File: src/rtl/hv_stream_pkg.sv
// hv_stream_pkg
//   Shared constants and types for the HDC result-path stream blocks.
//   HV_BUS_W   : accelerator hypervector bus width (shared with the accelerator top)
//   DMA_BUS_W  : DMA write-channel data width
//   HV_RATIO   : narrow beats per wide beat
//   HV_SUB_W   : width of the slice index
//   frame_cnt_t: 16-bit narrow-beat counter type
package hv_stream_pkg;

  localparam int HV_BUS_W  = 1024;
  localparam int DMA_BUS_W = 64;
  localparam int HV_RATIO  = HV_BUS_W / DMA_BUS_W;
  localparam int HV_SUB_W  = $clog2(HV_RATIO);

  typedef logic [15:0] frame_cnt_t;

endpackage

File: src/rtl/hv_stream_narrow.sv
// hv_stream_narrow
//   Width down-converter: takes one IN_W-bit AXI-Stream beat and re-emits it
//   as RATIO consecutive OUT_W-bit beats, lane 0 first. TLAST is carried only
//   on the final slice of a wide beat that had TLAST set.
//
// Ports
//   AXIS_ACLK, AXIS_ARESETN   : clock, asynchronous active-low reset
//   S_AXIS_TVALID/TREADY/TDATA/TLAST : wide input stream
//   M_AXIS_TVALID/TREADY/TDATA/TSTRB/TLAST : narrow output stream
//   frame_beats : narrow beats emitted in the current / most recent frame
//   frame_done  : one-cycle pulse in the cycle after the TLAST handshake
//
// Handshake semantics (both ports): a beat transfers on a rising clock edge
// where VALID and READY are both high. A source never drops VALID, and never
// changes DATA/LAST, while VALID is high and READY is low.
module hv_stream_narrow
  import hv_stream_pkg::*;
#(
  parameter int IN_W  = HV_BUS_W,
  parameter int OUT_W = DMA_BUS_W
) (
  input  logic                 AXIS_ACLK,
  input  logic                 AXIS_ARESETN,
  input  logic                 S_AXIS_TVALID,
  output logic                 S_AXIS_TREADY,
  input  logic [IN_W-1:0]      S_AXIS_TDATA,
  input  logic                 S_AXIS_TLAST,
  output logic                 M_AXIS_TVALID,
  input  logic                 M_AXIS_TREADY,
  output logic [OUT_W-1:0]     M_AXIS_TDATA,
  output logic [OUT_W/8-1:0]   M_AXIS_TSTRB,
  output logic                 M_AXIS_TLAST,
  output logic [15:0]          frame_beats,
  output logic                 frame_done
);

  localparam int RATIO = IN_W / OUT_W;
  localparam int SUB_W = $clog2(RATIO);
  localparam logic [SUB_W-1:0] SUB_LAST = SUB_W'(RATIO - 1);

  if (IN_W % OUT_W != 0) begin : g_chk_div
    $error("hv_stream_narrow: IN_W must be a multiple of OUT_W");
  end
  if (OUT_W % 8 != 0) begin : g_chk_byte
    $error("hv_stream_narrow: OUT_W must be a multiple of 8");
  end
  if (RATIO < 2 || (RATIO & (RATIO - 1)) != 0) begin : g_chk_ratio
    $error("hv_stream_narrow: IN_W/OUT_W must be a power of two >= 2");
  end

  logic [IN_W-1:0]  buf_q;
  logic             buf_last_q;
  logic             full_q;
  logic [SUB_W-1:0] sub_q;
  frame_cnt_t       frame_cnt_q;
  logic             frame_done_q;
  // High from reset / after a TLAST handshake until the next narrow handshake,
  // so that handshake restarts the count at 1.
  logic             new_frame_q;

  logic             last_sub;
  logic             m_hs;
  logic             s_hs;

  // Constant-offset lane view keeps the output mux a clean RATIO:1 select.
  logic [OUT_W-1:0] lanes [RATIO];
  for (genvar gi = 0; gi < RATIO; gi++) begin : g_lane
    assign lanes[gi] = buf_q[gi*OUT_W +: OUT_W];
  end

  assign last_sub      = (sub_q == SUB_LAST);
  assign M_AXIS_TVALID = full_q;
  assign M_AXIS_TDATA  = lanes[sub_q];
  assign M_AXIS_TSTRB  = '1;
  assign M_AXIS_TLAST  = full_q & buf_last_q & last_sub;

  // Refill is allowed in the same cycle the final slice leaves, which gives
  // bubble-free back-to-back wide beats. M_AXIS_TREADY -> S_AXIS_TREADY is
  // the only combinational path through the block.
  assign S_AXIS_TREADY = ~full_q | (M_AXIS_TREADY & last_sub);

  assign m_hs = full_q & M_AXIS_TREADY;
  assign s_hs = S_AXIS_TVALID & S_AXIS_TREADY;

  assign frame_beats = frame_cnt_q;
  assign frame_done  = frame_done_q;

  // Buffer and slice index. A load takes priority over the final-slice
  // drain, so full stays set when both happen together.
  always_ff @(posedge AXIS_ACLK or negedge AXIS_ARESETN) begin
    if (!AXIS_ARESETN) begin
      buf_q      <= '0;
      buf_last_q <= 1'b0;
      full_q     <= 1'b0;
      sub_q      <= '0;
    end else if (s_hs) begin
      buf_q      <= S_AXIS_TDATA;
      buf_last_q <= S_AXIS_TLAST;
      full_q     <= 1'b1;
      sub_q      <= '0;
    end else if (m_hs) begin
      if (last_sub) begin
        sub_q  <= '0;
        full_q <= 1'b0;
      end else begin
        sub_q <= sub_q + 1'b1;
      end
    end
  end

  // Frame counter: saturating, restarts at 1 on the first beat of a frame,
  // holds its final value after the TLAST beat until the next frame starts.
  always_ff @(posedge AXIS_ACLK or negedge AXIS_ARESETN) begin
    if (!AXIS_ARESETN) begin
      frame_cnt_q  <= '0;
      frame_done_q <= 1'b0;
      new_frame_q  <= 1'b1;
    end else begin
      frame_done_q <= m_hs & M_AXIS_TLAST;
      if (m_hs) begin
        new_frame_q <= M_AXIS_TLAST;
        if (new_frame_q) begin
          frame_cnt_q <= frame_cnt_t'(1);
        end else if (frame_cnt_q != '1) begin
          frame_cnt_q <= frame_cnt_q + 1'b1;
        end
      end
    end
  end

endmodule

File: config.mk
export PLATFORM = sky130hd
export DESIGN_NAME = hv_stream_narrow
export DESIGN_NICKNAME = d
export VERILOG_FILES = /design/src/rtl/hv_stream_pkg.sv /design/src/rtl/hv_stream_narrow.sv
export SDC_FILE = /design/constraint.sdc
export NUM_CORES = 2
export LEC_CHECK = 0
export ABC_AREA = 1
export CAP_MARGIN = 40
export CORE_AREA = 5 5 438 440
export CTS_CLUSTER_DIAMETER = 40
export DETAILED_ROUTE_END_ITERATION = 7
export DIE_AREA = 0 0 443 445
export GPL_ROUTABILITY_DRIVEN = 1
export GPL_TIMING_DRIVEN = 0
export PLACE_DENSITY = 0.54
export RECOVER_POWER = 50
export SLEW_MARGIN = 15
export SYNTH_ARGS = -nofsm -noshare
export SYNTH_HDL_FRONTEND = slang
export SYNTH_SLANG_ARGS = --single-unit
File: constraint.sdc
create_clock -name AXIS_ACLK -period 3 [get_ports AXIS_ACLK]
set_input_delay 0.75 -clock AXIS_ACLK [delete_from_list [all_inputs] [get_ports AXIS_ACLK]]
set_output_delay 0.75 -clock AXIS_ACLK [all_outputs]
set_load 0.01 [all_outputs]
==> results.toml <==
[sta]
slew_violations = 0
fin_crit_sh = 1.21
holdWs_ps = -104
worst-slew-pin-transition_ps = 928
rsz0062_at_grt = "true"
setup_viol = 69
layout_min_cycle_time_ps = 3620
hold_viol_final = 92
fmax_ghz = 0.276
fin_ws_ps = -620
relSlewSlack = 0.381
fin_skew_ps = 29.4

[floorplanning]
fp.dieH_um = 445
rows = 159
die_w_um = 443
dieArea_um2 = 197000
ios = 1121
coreArea_um2 = 187000
start_util = 0.269

[global_routing]
grt_max_degree = 142
track_usage = 0.313
grt_antenna_before_repair = 47
grt_pass1_wl_mm = 433
grt_pass1_vias = 54506
grt.overflow.total = 0

[yosys]
netlist_area_um2 = 50400
yosysTopAreaCellShare = 0.520
synth_edf_count = 0
synth_cell_types = 31
yosys_warnings = 0
yosys.area.top_type = "dfrtp_1"
synthMostInstantiatedCell = "nand2_1"
yosys_register_bits = 1048
avgSynthCellArea_um2 = 7.68
synthTopCellsByCount = "nand2_1 (1,719), nand3_1 (1,172), dfrtp_1 (1,047)"
synthCells = 6558
ys_top_cells_by_area = "dfrtp_1 (52%), nand2_1 (13%), nand3_1 (12%)"
synthFlopType = "dfrtp_1"
ys_seq_area_frac = 0.520
async_reset_ff_frac = 1.00

[placement]
globalplace.congestion = 0.976
post-place-ws_ps = -1550
dp_cells = 10213
portBuffers = 1111
dpl_cell_area_um2 = 65500
hpwl_mm = 252

[critical_path]
crit_required_ps = 2250
arrival_ps = 2870
r2r_end = "buf_q[861]"
startpoint_type = "flop"
crit_fanout = 10
critPathCaptureType = "primary output"
regToRegStartpoint = "sub_q[0]"
reg2reg_slack_ps = -140
critPathKind = "reg2out"
reg2reg_depth = 11

[clock_tree]
insertion_delay_ps = 850
clk_pin_slew_ps = 50
cts.sinks = 1048
htree_levels = 4
root_buffer = "clkbuf_16"
clock_path_buffers = 3
cts_tree = "built"
numCtsBuffers = 208

[run_status]
failed_checks = "hold timing, setup timing"
outcome = "finished, violations left"

[drt]
dr.first_iter.drc_count = 5732
wire_per_inst_um = 30.3
ant_nets = 0
dr.pass1.iters = 6
wl_mm = 323
avgViaCountPerCell = 5.15
via_count = 54952
drc = 0

[cells_and_area]
layout-drive-gt1-share = 0.158
finalNonFillerCells = 10673
num-nets-final = 8995
area_growth_pct = 52.5
design_area_um2 = 76900

[pwr]
irDropWorstVdd_mv = 0.573
powerDensity_nw_per_um2 = 1150
p_leak_nw = 36.4

[job]
maxCapViolCount = 0

[worst_hold_path]
hold_path.class = "in2async"
cell type report:
type                    count  area, um2
clock inverters           125       1600
fillers                 19074     110000
well taps                2495       3120
clock buffers             267       5850
repair buffers           1198      12600
plain buffers             526       3760
multi-input cells        4705      22600
flip-flops and latches   1048      26200
inverters                 277       1060
diodes                     32       80.1
power by group:
| group | leakage, nW | switching, mW | internal [mW] | total (mW) |
|---|---|---|---|---|
| clock | 3.62 | 8.75 | 16.2 | 24.9 |
| sequential | 12.7 | 3.74 | 21.0 | 24.7 |
| combinational | 20.1 | 24.9 | 13.8 | 38.7 |
stage by stage:
step           power (mW)  setup TNS [ps]   util
4_1_cts              84.4          -59270  0.399
2_1_floorplan        39.6               0      -
3_3_place_gp         56.4               -  0.345
5_1_grt              92.6          -64490  0.410
3_5_place_dp         57.2         -312730  0.350
6_report             88.3          -35380  0.411
worst max-delay path by stage:
stage | start | end | slack (ps)
6_report | sub_q[1] | M_AXIS_TDATA[20] | -620
5_1_grt | sub_q[0] | M_AXIS_TDATA[55] | -680
4_1_cts | sub_q[0] | M_AXIS_TDATA[59] | -1160
3_5_place_dp | sub_q[0] | M_AXIS_TDATA[30] | -1550
3_3_place_gp | AXIS_ARESETN | buf_q[110] | -49840
2_1_floorplan | sub_q[2] | M_AXIS_TDATA[50] | 880
registers in the layout, summed over array words and instances, names as in the netlist:
name           flops
frame_done         1
new_frame_q        1
M_AXIS_TVALID      1
sub_q              4
buf_q           1024
frame_beats       16
buf_last_q         1
critical path, stage by stage (launching register included):
cell	delay [ps]
dfrtp_2	450
clkinv_4	130
clkbuf_16	180
buf_16	150
buf_6	160
nor2_1	120
o21ai_0	100
nand3_1	160
nand3_4	220
nand2_4	190
buf_6	110
placed cells by master (no fill, tap or decap), drive strengths merged:
cell type,netlist,routed
a21oi,469,469
nand2,1721,1721
dfstp,1,1
nand4,7,7
buf,327,479
nand3b,1,1
bufinv,0,27
dfrtp,1047,1047
nor3,2,2
diode,0,32
ha,2,2
o21bai,1,1
o21ai,482,482
nand3,1173,1173
xor2,2,2
clkinvlp,0,20
o22ai,1,1
conb,1,8
clkdlybuf4s15,0,1
clkdlybuf4s50,0,1045
clkbuf,208,466
clkinv,1,54
inv,276,301
o211ai,46,46
or2,3,3
nor2,787,787
per-layer routing:
layer / vias to the layer above / global-route usage / share of wire
met1: 27249 / 0.368 / 0.38
met4: 20 / 0.179 / 0.063
met3: 621 / 0.0779 / 0.081
li1: 24348 / - / -
met2: 2714 / 0.520 / 0.48
met5: - / 0 / 0.00046
timing repair:
action	CTS	global route
endpoints found under the setup margin	66	288
resized for setup	577	864
hold endpoints to repair	120	89
pin swaps	14	184
setup buffers	5	30
cloned	1	9
cells by family after synthesis:
| logic type | count (synthesis) | synth area share |
|---|---|---|
| XOR/XNOR | 2 | 0.000348 |
| adder cells (fa/ha/maj) | 2 | 0.000496 |
| other | 1 | 0.0000744 |
| AO/OA/AOI/OAI | 999 | 0.102 |
| AND/OR/NAND/NOR | 3694 | 0.306 |
| buffers and inverters | 812 | 0.0711 |
| flip-flops | 1048 | 0.520 |
(Power assumes the default switching activity.)
